==> config.mk <==
export PLATFORM = sky130hd
export DESIGN_NAME = trace_char_class
export DESIGN_NICKNAME = d
export VERILOG_FILES = /design/src/rtl/trace_chk_pkg.sv /design/src/rtl/trace_char_class.sv
export SDC_FILE = /design/constraint.sdc
export NUM_CORES = 1
export LEC_CHECK = 0
export ABC_CLOCK_PERIOD_IN_PS = 1630
export CAP_MARGIN = 20
export CELL_PAD_IN_SITES_DETAIL_PLACEMENT = 0
export CELL_PAD_IN_SITES_GLOBAL_PLACEMENT = 1
export CORE_AREA = 2 2 39 41
export DETAILED_ROUTE_END_ITERATION = 16
export DIE_AREA = 0 0 41 43
export DONT_BUFFER_PORTS = 1
export PLACE_DENSITY = 0.42
export SYNTH_ARGS = -nofsm -noshare
export SYNTH_HDL_FRONTEND = slang
export SYNTH_SLANG_ARGS = --single-unit
==> constraint.sdc <==
create_clock -name vclk -period 1.63
set_input_delay 0.2445 -clock vclk [all_inputs]
set_output_delay 0.2445 -clock vclk [all_outputs]
set_load 0.01 [all_outputs]
==> src/rtl/trace_chk_pkg.sv <==
// Shared types and constants for the trace line checker: FSM states,
// the ASCII punctuation of a trace record and the error_code bit map.
package trace_chk_pkg;

    typedef enum logic [3:0] {
        ST_IDLE,
        ST_TIME,
        ST_AT,
        ST_PC,
        ST_COLON_SP,
        ST_GRF,
        ST_GRF_SP,
        ST_ADDR,
        ST_ADDR_SP,
        ST_LT,
        ST_EQ,
        ST_DATA_SP,
        ST_DATA,
        ST_ACC_REG,
        ST_ACC_MEM
    } state_t;

    localparam logic [7:0] CH_CARET  = 8'h5e;
    localparam logic [7:0] CH_AT     = 8'h40;
    localparam logic [7:0] CH_COLON  = 8'h3a;
    localparam logic [7:0] CH_DOLLAR = 8'h24;
    localparam logic [7:0] CH_STAR   = 8'h2a;
    localparam logic [7:0] CH_LT     = 8'h3c;
    localparam logic [7:0] CH_EQ     = 8'h3d;
    localparam logic [7:0] CH_HASH   = 8'h23;
    localparam logic [7:0] CH_SP     = 8'h20;

    localparam int ERR_PC_RANGE = 0;
    localparam int ERR_PC_ALIGN = 1;
    localparam int ERR_GRF      = 2;
    localparam int ERR_ADDR     = 3;

    localparam int GRF_W = 14;

    // Decimal accumulate step g*10 + d, pinned at all-ones instead of wrapping.
    function automatic logic [GRF_W-1:0] grf_step(input logic [GRF_W-1:0] g,
                                                  input logic [3:0]       d);
        logic [GRF_W+3:0] sum;
        sum = {4'b0000, g} * 18'd10 + {14'b0, d};
        if (sum > {4'b0000, {GRF_W{1'b1}}}) begin
            return {GRF_W{1'b1}};
        end
        return sum[GRF_W-1:0];
    endfunction

endpackage

==> src/rtl/trace_char_class.sv <==
// Combinational character classifier: decimal digit, lowercase hex digit,
// space, and the 4-bit value of a hex digit.
module trace_char_class (
    input  logic [7:0] char,
    output logic       is_dec,
    output logic       is_hex,
    output logic       is_sp,
    output logic [3:0] nibble
);
    import trace_chk_pkg::*;

    logic is_af;

    always_comb begin
        is_dec = (char >= 8'h30) && (char <= 8'h39);
        is_af  = (char >= 8'h61) && (char <= 8'h66);
        is_hex = is_dec || is_af;
        is_sp  = (char == CH_SP);
        // '0'-'9' carry their value in the low nibble; 'a'-'f' sit at 1..6, so add 9.
        if (is_af) begin
            nibble = char[3:0] + 4'd9;
        end else if (is_dec) begin
            nibble = char[3:0];
        end else begin
            nibble = 4'd0;
        end
    end

endmodule

Word level (Yosys, flattened, before mapping)
Index checks and enable logic that the tools add are counted.

Add/subtract/negate cells: 1. Magnitude comparators: 4. Equal/unequal tests: 1. Mux-type cells: 2. Reductions and logical operators: 3.

Operator list (number): $eq A8 B6 Y1 const B (1); $ge A8 B6 Y1 const B (1); $ge A8 B7 Y1 const B (1); $le A8 B6 Y1 const B (1); $le A8 B7 Y1 const B (1); $mux W4 (2); $add A4 B4 Y4 const B (1); $logic_and A1 B1 Y1 (2); $logic_or A1 B1 Y1 (1).

Bits in registers: 0. Bits of input ports: 8. Output and inout bits: 7. Word-level logic and storage cells: 11.

Depth between registers and ports, before layout
Word-level depth: 4. Mapped depth: 5. Depth with buffers taken out: 5.

Worst setup path before layout
OpenSTA, ideal clock, no wires.

Path type: input to output. From: in char[3]. To: out nibble[1]. Arrival time: 1.380 ns. Path slack: 0.005 ns. Cell stages on the path: 3. Path buffers: 0. Cell sequence: or3b_4 or4_4 o2bb2ai_2.

Longest elaborated chain between the ends: 4.

Ends and longest elaborated chain: start: declaration (RTL line trace_char_class.sv:4) `input logic [7:0] char,`; $ge A8 B6 Y1 or $le A8 B6 Y1 (tied branches) (RTL line trace_char_class.sv:15) `is_dec = (char >= 8'h30) && (char <= 8'h39);`; $logic_and A1 B1 Y1 (RTL line trace_char_class.sv:15); $mux W4 (RTL line trace_char_class.sv:22) `end else if (is_dec) begin`; $mux W4 * (RTL line trace_char_class.sv:20) `if (is_af) begin`; end: declaration (RTL line trace_char_class.sv:8) `output logic [3:0] nibble`.

Mark *: on every way between the ends. The rest lies on a longest branch, timed or not.

Worst setup path in the final report
Same ends and word-level chain as after synthesis.

==> key figures <==
Global route
  • First-pass GRT wire length: 1100 um
  • Largest net degree at the start of global routing: 9
  • Overflow after GRT: 0
  • Total track usage: 8.59%
  • Vias in the first global route: 271
  • Initial antenna violation count: 0

Critical path
  • Critical Path End Type: output port
  • Kind of critical path: in2out
  • Arr. time, crit path: 1.35 ns
  • Startpoint Class: input port
  • Max FO, Critical Path: 4
  • Required time worst endpoint: 1.39 ns

Yosys
  • Area leader, netlist: ha_1
  • Synth top area share: 20.5%
  • Syn Area/Cell: 8.13 um2
  • Yosys Warn Count: 0
  • Cell variety after synth: 21
  • Synth area leaders: ha_1, nand2b_1, inv_1, nor4b_2, o2bb2ai_2
  • Synth Cell Area: 244 um2
  • Seq/Total Area, Yosys: 0%
  • Post-Syn Instances: 30
  • Syn nets: 42

Timing
  • Slew Viols, Final: 0
  • Hold Violations, Final: 0
  • Setup TNS: 0 ns
  • Final period util: 97.7%
  • Relative slew slack: 72.3%
  • RSZ-0062 raised after global routing: false
  • Worst-Margin Slew: 0.412 ns
  • # setup viols final: 0
  • Period minus WS final: 1.59 ns
  • Worst hold slack: 0.597 ns
  • FMAX: between 0.6 and 0.7 GHz

Routing
  • Residual DRC: 0
  • Drt wl/cell: 13.0 um
  • DR vias: 255
  • DRT iter0 DRCs: 3
  • WL final: 677 um
  • DR vias/cell: about 5
  • Final ANT Viol Nets: 0
  • Drt first pass iters: 4

Cells and area
  • Filler instances: 161
  • Share of layout cells above drive strength 1: 36.1%
  • Most common cell after layout, fill and taps aside: buf_4
  • FF/Latch Area: 0 um2
  • # nets final: 50
  • Seq Cell Count: 0
  • N_diodes: 0
  • Commonest non-fill, non-tap cells in the layout: buf_4, inv_1, ha_1, nand2b_1, nor4_1
  • Number of clock buffers in the layout: 0
  • Final Non-Filler Cells: 52
  • Layout area overhead: 33.3%
  • Utilization after layout: 23.5%

Floorplanning
  • Die width: 41 um
  • Initial Util: 17.6%
  • # IOs: 15
  • Die area: 0.00176 mm2
  • Die Height: 43 um
  • Core area: 0.00138 mm2
  • Row count: 14

Flow run
  • Number of max-cap violations: 0

Clock network
  • Setup repair bufs after CTS: 0

Placed design
  • DP HPWL: 607 um
  • RePlAce Congestion: 0.669
  • DP Cell Count: 52
  • Port Buf Inserts: 0

Power
  • Pwr/cell area: around 130 mW/mm2
  • Peak supply drop: 21.4 uV
  • Leak: 0.154 nW

Status
  • Status: finished clean

Min path
  • Hold Path Class: in2out
logic make-up (layout without fill, tap and decap cells):
group | after synthesis | count (layout) | share of synthesized area (%)
AND/OR/NAND/NOR | 14 | 14 | 46.2
buffers and inverters | 4 | 10 | 6.15
AO/OA/AOI/OAI | 8 | 8 | 27.2
adder cells (fa/ha/maj) | 4 | 4 | 20.5
per-stage QoR:
stage,area (um2),power (mW),setup slack (ns)
2_1_floorplan,244,0.0293,0.00514
3_3_place_gp,309,0.0404,-0.00797
3_5_place_dp,309,0.0406,-0.00622
4_1_cts,322,0.0425,0.00622
5_1_grt,325,0.0473,0.0141
6_report,325,0.0426,0.0383
critical path: stages:
cell and delay (ns):
or3b_4 0.37, or4_4 0.57, o2bb2ai_4 0.15
worst paths after layout:
kind     from        end  slack, ns  depth (start not counted)
max   char[3]  nibble[1]       0.04                          3
min   char[1]  nibble[1]       0.60                          1
where the power goes:
group | switching [mW] | internal, mW | total, mW
Sequential | 0 | 0 | 0
Combinational | 0.0200 | 0.0226 | 0.0426
Clock | 0 | 0 | 0
Total | 0.0200 | 0.0226 | 0.0426
per-layer routing:
metal,part of all wire [%],up-vias,global-route usage (%)
met2,56,7,17.2
met4,0,0,0
li1,-,129,-
met1,33,119,9.18
met3,10,0,1.05
met5,0,-,0
cell usage after synthesis:
cell and count:
nor4_1 2, nor2b_1 1, inv_1 4, nand2_1 1, nand2b_1 3, or4_4 1
a21boi_1 1, a21oi_1 1, nand3b_1 1, nor4bb_1 1, nor4b_2 1, ha_1 4
a22oi_1 1, or2b_2 1, o21bai_1 1, or3b_4 1, o31ai_1 1, a21o_1 1
o2111ai_1 1, o2bb2ai_2 1, and3_2 1
cell type report:
type,count,area (um2),area share (%)
tap,16,20.0,6.15
multi-input combinational,26,245,75.4
inverter,4,15.0,4.62
timing repair buffer,6,45.0,13.8
timing repair:
item | CTS | global route
setup endpoints to repair | 1 | 4
hold buffers | 0 | 0
hold endpoints to repair | 0 | 0
resized for setup | 1 | 1
pin swaps | 0 | 1
Power figures use the tool's default switching activity.
